File: src/rtl/lab_color_pkg.sv
// Shared Q8.23 constants, frame defaults and scheduler state encoding
// for the Lab colour-enhancement path.
package lab_color_pkg;

    localparam logic [31:0] FX_ONE  = 32'h0080_0000;
    localparam logic [31:0] FX_MAX  = 32'h7FFF_FFFF;
    localparam logic [31:0] FX_MIN  = 32'h8000_0000;
    localparam int          FX_FRAC = 23;

    localparam int          DEF_FRAME_W = 1448;
    localparam int          DEF_FRAME_H = 1072;
    localparam logic [31:0] DEF_GAIN    = 32'h00C0_0000;

    typedef enum logic [1:0] {
        ST_IDLE,
        ST_MUL_A,
        ST_MUL_B,
        ST_OUT
    } sched_state_e;

endpackage

File: src/rtl/fx_mul_q8_23.sv
// Combinational Q8.23 signed multiplier: floor-truncating shift with
// saturation to the Q8.23 range on overflow.
module fx_mul_q8_23
    import lab_color_pkg::*;
(
    input  logic [31:0] a_i,
    input  logic [31:0] b_i,
    output logic [31:0] p_o
);

    logic signed [63:0] prod;
    logic               ovf;
    logic               unused_frac;

    // Result fits only when the bits above the kept window all match the sign.
    always_comb begin
        prod = 64'($signed(a_i)) * 64'($signed(b_i));
        ovf  = !((&prod[63:54]) || !(|prod[63:54]));
        if (ovf) begin
            p_o = prod[63] ? FX_MIN : FX_MAX;
        end else begin
            p_o = prod[FX_FRAC+31:FX_FRAC];
        end
    end

    assign unused_frac = ^prod[FX_FRAC-1:0];

endmodule

File: src/rtl/lab_enhance_sched.sv
// Per-pixel Lab enhancement scheduler: one shared multiplier applied to A
// then B, L passed through, with frame-synchronous gain updates.
module lab_enhance_sched
    import lab_color_pkg::*;
#(
    parameter int          FRAME_W      = DEF_FRAME_W,
    parameter int          FRAME_H      = DEF_FRAME_H,
    parameter logic [31:0] DEFAULT_GAIN = DEF_GAIN
) (
    input  logic        clk,
    input  logic        rst_n,
    input  logic        cfg_we,
    input  logic        cfg_sel,
    input  logic [31:0] cfg_data,
    input  logic        in_valid,
    output logic        in_ready,
    input  logic [31:0] in_l,
    input  logic [31:0] in_a,
    input  logic [31:0] in_b,
    output logic        out_valid,
    input  logic        out_ready,
    output logic [31:0] out_l,
    output logic [31:0] out_a,
    output logic [31:0] out_b,
    output logic        out_eof,
    output logic        busy
);

    localparam int            NPIX     = FRAME_W * FRAME_H;
    localparam int            CW       = (NPIX > 1) ? $clog2(NPIX) : 1;
    localparam logic [CW-1:0] LAST_PIX = CW'(NPIX - 1);

    sched_state_e  state_q, state_d;
    logic          in_ready_q, in_ready_d;
    logic [31:0]   a_q, a_d, b_q, b_d;
    logic [31:0]   out_l_q, out_l_d, out_a_q, out_a_d, out_b_q, out_b_d;
    logic [CW-1:0] pix_cnt_q, pix_cnt_d;
    logic [31:0]   gain_stg_a_q, gain_stg_a_d, gain_stg_b_q, gain_stg_b_d;
    logic [31:0]   gain_act_a_q, gain_act_a_d, gain_act_b_q, gain_act_b_d;

    logic          accept;
    logic          out_hs;
    logic [31:0]   mul_x, mul_g, mul_p;

    assign accept = in_valid && in_ready_q && (state_q == ST_IDLE);
    assign out_hs = (state_q == ST_OUT) && out_ready;

    always_comb begin
        state_d = state_q;
        case (state_q)
            ST_IDLE:  if (accept) state_d = ST_MUL_A;
            ST_MUL_A: state_d = ST_MUL_B;
            ST_MUL_B: state_d = ST_OUT;
            ST_OUT:   if (out_ready) state_d = ST_IDLE;
            default:  state_d = ST_IDLE;
        endcase
        in_ready_d = (state_d == ST_IDLE);
    end

    assign mul_x = (state_q == ST_MUL_B) ? b_q : a_q;
    assign mul_g = (state_q == ST_MUL_B) ? gain_act_b_q : gain_act_a_q;

    fx_mul_q8_23 u_mul (
        .a_i (mul_x),
        .b_i (mul_g),
        .p_o (mul_p)
    );

    // Active gains reload from the staged copy's current value, so a write
    // landing on the same edge as a frame-start accept waits a whole frame.
    always_comb begin
        a_d          = a_q;
        b_d          = b_q;
        out_l_d      = out_l_q;
        out_a_d      = out_a_q;
        out_b_d      = out_b_q;
        pix_cnt_d    = pix_cnt_q;
        gain_stg_a_d = gain_stg_a_q;
        gain_stg_b_d = gain_stg_b_q;
        gain_act_a_d = gain_act_a_q;
        gain_act_b_d = gain_act_b_q;

        if (accept) begin
            a_d     = in_a;
            b_d     = in_b;
            out_l_d = in_l;
            if (pix_cnt_q == '0) begin
                gain_act_a_d = gain_stg_a_q;
                gain_act_b_d = gain_stg_b_q;
            end
        end
        if (state_q == ST_MUL_A) out_a_d = mul_p;
        if (state_q == ST_MUL_B) out_b_d = mul_p;

        if (cfg_we) begin
            if (cfg_sel) gain_stg_b_d = cfg_data;
            else         gain_stg_a_d = cfg_data;
        end

        if (out_hs) begin
            pix_cnt_d = (pix_cnt_q == LAST_PIX) ? '0 : pix_cnt_q + 1'b1;
        end
    end

    always_ff @(posedge clk or negedge rst_n) begin
        if (!rst_n) begin
            state_q      <= ST_IDLE;
            in_ready_q   <= 1'b0;
            a_q          <= '0;
            b_q          <= '0;
            out_l_q      <= '0;
            out_a_q      <= '0;
            out_b_q      <= '0;
            pix_cnt_q    <= '0;
            gain_stg_a_q <= DEFAULT_GAIN;
            gain_stg_b_q <= DEFAULT_GAIN;
            gain_act_a_q <= DEFAULT_GAIN;
            gain_act_b_q <= DEFAULT_GAIN;
        end else begin
            state_q      <= state_d;
            in_ready_q   <= in_ready_d;
            a_q          <= a_d;
            b_q          <= b_d;
            out_l_q      <= out_l_d;
            out_a_q      <= out_a_d;
            out_b_q      <= out_b_d;
            pix_cnt_q    <= pix_cnt_d;
            gain_stg_a_q <= gain_stg_a_d;
            gain_stg_b_q <= gain_stg_b_d;
            gain_act_a_q <= gain_act_a_d;
            gain_act_b_q <= gain_act_b_d;
        end
    end

    assign in_ready  = in_ready_q;
    assign out_valid = (state_q == ST_OUT);
    assign out_l     = out_l_q;
    assign out_a     = out_a_q;
    assign out_b     = out_b_q;
    assign out_eof   = (state_q == ST_OUT) && (pix_cnt_q == LAST_PIX);
    assign busy      = (state_q != ST_IDLE);

endmodule

File: config.mk
export PLATFORM = sky130hd
export DESIGN_NAME = lab_enhance_sched
export DESIGN_NICKNAME = d
export VERILOG_FILES = /design/src/rtl/lab_color_pkg.sv /design/src/rtl/fx_mul_q8_23.sv /design/src/rtl/lab_enhance_sched.sv
export SDC_FILE = /design/constraint.sdc
export NUM_CORES = 2
export LEC_CHECK = 0
export BUFFER_PORTS_ARGS = -buffer_cell sky130_fd_sc_hd__buf_2
export CAP_MARGIN = 20
export CORE_MARGIN = 2
export CORE_UTILIZATION = 30
export DETAILED_ROUTE_END_ITERATION = 7
export PLACE_DENSITY = 0.55
export SETUP_SLACK_MARGIN = 0.1
export SYNTH_ARGS = -nofsm -noshare
export SYNTH_HDL_FRONTEND = slang
export SYNTH_SLANG_ARGS = --single-unit
File: constraint.sdc
create_clock -name clk -period 14.8 [get_ports clk]
set_input_delay 2.96 -clock clk [delete_from_list [all_inputs] [get_ports clk]]
set_output_delay 2.96 -clock clk [all_outputs]
set_load 0.01 [all_outputs]
## Word level (Yosys, flattened, before mapping)

Cells that the tools add are included.

- Input bits: 134
- Bits in registers: 312
- Output and inout bits: 100
- Word-level logic and storage cells: 42

- Bitwise operators: 1
- Eq/ne operators: 4
- Muxes and demuxes: 8
- Reduce and logical (&&, ||, !) cells: 15
- Add/sub/neg operators: 1
- Multipliers: 1

Operators by type and width:

| cell | count |
|---|---|
| 32-bit two-way mux | 4 |
| 32-bit by 32-bit multiplier with 64-bit output | 1 |
| 21-bit by 1-bit adder with 21-bit output (second input constant) | 1 |
| 21-bit equality test (second input constant) | 1 |
| 21-bit zero test | 1 |
| 21-bit two-way mux | 1 |
| 10-bit AND reduction | 1 |
| 10-bit OR reduction | 1 |
| 2-bit case mux with 4 select lines | 1 |
| 2-bit AND reduction | 3 |
| 2-bit equality test (second input constant) | 2 |
| 1-bit logical AND | 4 |
| 2-bit zero test | 2 |
| 2-bit two-way mux | 2 |
| 2-bit by 1-bit equality test with 1-bit output (second input constant) | 1 |
| 2-bit nonzero test | 1 |
| 1-bit zero test | 1 |
| 1-bit logical OR | 1 |
| 1-bit NOT | 1 |

## Logic depth before layout (Yosys ltp)

- Depth after elaboration: 7
- Gate-level depth with buffers: 38
- Mapped depth without buffers: 32

## Hierarchy

A second synthesis with hierarchy kept.

- Cells, all modules: 4700
- Area, all modules: 49224.7 µm²

Modules (own cells, without submodules):

| module | cells an instance | area each (µm²) | sequential area each (µm²) | instances |
|---|---|---|---|---|
| fx_mul_q8_23 | 3883 | 36572.6 | 0.0 | 1 |
| lab_enhance_sched | 817 | 12652.1 | 7817.5 | 1 |

## Worst setup path before layout

Ideal clock, no wire load.

- Path type: reg2reg
- From: register state_q[0]
- To: register out_a_q[10] (netlist: out_a[10])
- Data required time: 14705 ps
- Cell stages (with the launch flop): 36
- Clock period less this slack: 10207 ps
- Path slack: 4593 ps
- Buffers on the path: 6
- Arrival: 10111 ps
- Library setup time: 95 ps
- Cells stage by stage: dfrtp_1 buf_2 nand2b_4 clkbuf_1 buf_1 mux2i_1 clkbuf_1 nor2_1 fa_1 inv_1 fa_1 inv_1 fa_1 fa_1 inv_1 fa_1 inv_1 fa_1 inv_1 fa_1 inv_1 fa_1 ha_1 clkbuf_1 nand4_1 nor2_1 inv_1 o221ai_1 mux2_2 a31o_1 a211oi_2 a211oi_1 a21oi_1 clkbuf_1 a21oi_1 o31ai_1

- Longest elaborated chain between the ends: 7
- Elaborated cells between the ends (all ways): 11
- Classes of those cells: mul (1); eq/ne (2); mux (4); reduce/logical (4)

RTL lines:

| element | line | text |
|---|---|---|
| start, declared | lab_enhance_sched.sv:33 | `sched_state_e state_q, state_d;` |
| start signal, assigned | lab_enhance_sched.sv:120 | `state_q <= state_d;` |
| 2-bit equality test | lab_enhance_sched.sv:60, lab_enhance_sched.sv:61 |  |
| 32-bit two-way mux, on equally long branches | lab_enhance_sched.sv:60, lab_enhance_sched.sv:61 |  |
| 32-bit by 32-bit multiplier with 64-bit output | fx_mul_q8_23.sv:17 | `prod = 64'($signed(a_i)) * 64'($signed(b_i));` |
| 10-bit OR reduction | fx_mul_q8_23.sv:18 | `ovf = !((&prod[63:54]) \|\| !(\|prod[63:54]));` |
| 1-bit zero test | fx_mul_q8_23.sv:18 |  |
| 1-bit logical OR | fx_mul_q8_23.sv:18 |  |
| 32-bit two-way mux | fx_mul_q8_23.sv:19 | `if (ovf) begin` |
| end signal, assigned | lab_enhance_sched.sv:125 | `out_a_q <= out_a_d;` |
| end, declared | lab_enhance_sched.sv:36 | `logic [31:0] out_l_q, out_l_d, out_a_q, out_a_d, out_b_q, out_b_d;` |

Parallel ways exist; a longest one is shown, timed or not.
A chain may end at the register's enable or synchronous reset.

## Worst setup path after layout

- From: register state_q[0]
- To: register out_a_q[5] (netlist: out_a[5])

The elaborated chain is that of the path after synthesis.

==> impl_metrics.toml <==
[status]
outcome = "finished, final reports clean"

[clock_tree]
clockBufferDepth = 3
path_clk_slew_ns = 0.07
cts_hold_buf = 0
insertion_delay_ns = 0.62
cts_root_buf = "clkbuf_16"
post_cts_buffers = 0
htree_levels = 1
cts_inserted_buffers = 30
clock-sinks = 312
cts_resized = 0
cts_tree = "yes"

[synthesis]
yosys-top-cells-area = "fa_1 44%, dfrtp_1 16%, inv_1 7.3%"
synth_top_area_share_pct = 44.4
synthAdderAreaFrac_pct = 49.1
syn-cell-area_mm2 = 0.0487
ys_ff_latch = 312
synth-main-ff-cell = "dfrtp_1"
synthCells = 5061
synth-simple-area-share_pct = 13.0
seq_area_frac_synth_pct = 16.1
yosysUniqueCellTypes = 76
synth_top_family_by_area = "adder cells"
yosysMostFrequentCell = "fa_1"
syn_area_per_cell_um2 = 9.62
synth_edf_count = 0
synth_warnings = 0
synthTopCellsByCount = "1081 x fa_1, 948 x inv_1, 809 x nand2_1"
synth_compound_area_share_pct = 4.85
yosys.area_share.xor_xnor_pct = 1.20
synthArstFlopShare_pct = 100
synthMuxAreaShare_pct = 6.50
synth_fp_nets = 6458
yosysTopAreaCell = "fa_1"

[layout]
fill_cells = 16500
regArea_mm2 = 0.00782
multiInputGateArea_mm2 = 0.0366
finish.net_count = 6585
drive_gt1_share_pct = 13.3
antenna_cells = 0
stdcell_count = 7372
syn_to_final_growth_pct = 10.4
fin_area_mm2 = 0.0538

[detailed_routing]
wl_mm = 168
drt_iter0_markers = 3211
drc_errors = 0
vias = 36700
wl_per_cell_um = 22.8
drtAntennaViolNets = 0
drtPass1Iterations = 5
via_per_inst = 4.97

[critical_path]
crit_type = "flop to flop"
worstRegToRegCells = 31
worst_setup_path_start_kind = "flop"
setup.worst_path.start = "state_q[0]"
required_ns = 15.32
slowest_stage = "fa_1"
worstReg2RegEnd = "out_a[5]"
crit_path_frequent_cell = "fa_1"
r2r-start = "state_q[0]"
cp.arrival_ns = 12.51
worstSetupEndpointType = "flop"
r2r_slack_ns = 2.81
cp_max_fo = 51
cpPeakStageDelay_ns = 0.94
endpoint = "out_a[5]"

[floorplan]
die_w_um = 407
die_h_um = 407
initial_core_util_pct = 30.3
dieArea_mm2 = 0.166
io_pins = 234
row_count = 147
core_mm2 = 0.161

[sta]
hold_viol = 0
setup-violations-final = 0
skew_ns = 0.0294
tightest_slew_ns = 1.17
max_slew_margin_pct = 19.9
fmax_ghz = 0.0834
min_period_ns = 11.99
finalSetupTns_ns = 0
grt_setup_unrepaired = "no"
drv_slew = 0
period_share_pct = 81.0

[place]
port_buffers = 233
place_area_mm2 = 0.0527
place_hpwl_mm = 135
gp_congestion = 0.987
placedCellCount = 7313

[global_route]
grt_usage_pct = 20.8
grt_pass1_wl_mm = 256
grt_pass1_vias = 39200
grt_max_degree = 107
grt_overflow = 0
antenna_found_initial = 6

[power_and_ir_drop]
ir_drop_v = 0.000128
pwr_density_cell_mw_per_mm2 = 85.5
power_mw = 4.60
p_leak_nw = 26.4

[job]
cap_violations = 0

[worst_hold_path]
hold_path.class = "flop to flop"
## how the worst min path moves through the flow
stage | depth (start not counted) | end | from
floorplan | 1 | pix_cnt_q[4] | pix_cnt_q[4]
global placement | 2 | out_b[16] | out_b[16]
detailed placement | 2 | out_b[16] | out_b[16]
CTS | 2 | out_b[16] | out_b[16]
global route | 2 | out_a[31] | out_a[31]
finish | 2 | out_b[16] | out_b[16]
## critical path: cells and delay by family (launching register included)
kind | cells | cell delay, ns
simple gates | 9 | 2.27
compound gates | 3 | 1.42
flops | 1 | 0.48
buf+inv | 9 | 2.29
mux | 1 | 0.26
fa+ha+maj | 9 | 5.08
## placed cells by master, fill, tap and decap left out, drive strengths merged, types with 6 or more instances in the layout
cell type / count
a211oi: 6
a21o: 27
a21oi: 143
a221oi: 6
a31oi: 15
and2: 15
and3: 12
and4: 8
buf: 336
clkbuf: 39
clkinv: 10
dfrtp: 304
dfstp: 8
fa: 1081
ha: 182
inv: 952
mux2: 225
mux2i: 63
nand2: 809
nand2b: 6
nand3: 24
nand4: 43
nor2: 589
nor3: 20
nor4: 13
o211ai: 8
o21ai: 58
o21bai: 14
o22ai: 16
o31ai: 38
or2: 8
xnor2: 42
xor2: 25
## flip-flops by register name, indices dropped and copies added (netlist names)
signal	flops
pix_cnt_q	21
b_q	32
state_q	2
gain_stg_b_q	32
gain_stg_a_q	32
out_a	32
in_ready	1
out_l	32
gain_act_a_q	32
a_q	32
gain_act_b_q	32
out_b	32
## layer usage
| layer | wire length (µm) | share of wire (%) | up-vias | global-route usage, % |
|---|---|---|---|---|
| met1 | 70100 | 42 | 19400 | 28.2 |
| met5 | 0 | 0 | - | 0 |
| met2 | 78400 | 47 | 1463 | 33.7 |
| met4 | 5390 | 3.2 | 0 | 5.67 |
| met3 | 14400 | 8.5 | 230 | 4.41 |
| li1 | - | - | 15600 | - |
## cells by family (layout without fill, tap and decap cells)
kind of cell | after synthesis | in the layout
compound gates | 373 | 373
xor+xnor | 67 | 67
fa+ha+maj | 1263 | 1263
buf+inv | 1190 | 1341
flops | 312 | 312
mux | 288 | 288
simple gates | 1568 | 1568
## per-stage QoR
step / hold slack [ns] / util, % / worst slack, ns
detailed placement: 0.475 / 32.7 / 2.84
finish: 0.492 / 33.4 / 2.81
global route: 0.514 / 33.4 / 2.06
floorplan: 0.460 / - / 4.59
global placement: 0.470 / 32.7 / 3.04
CTS: 0.491 / 33.4 / 2.79
## power breakdown
part	switching (mW)	total [mW]	internal [mW]
clock network	0.372	0.817	0.445
registers	0.191	1.29	1.10
logic	1.87	2.49	0.619
## area by class of cell
class                           instances  area share [%]
Tap cell                             2160            5.03
Inverter                              948            6.62
Clock buffer                           38            1.56
Clock inverter                         18           0.382
Multi-Input combinational cell       3559            68.1
Timing Repair Buffer                  337            3.74
Sequential cell                       312            14.5
(Power assumes the default switching activity.)
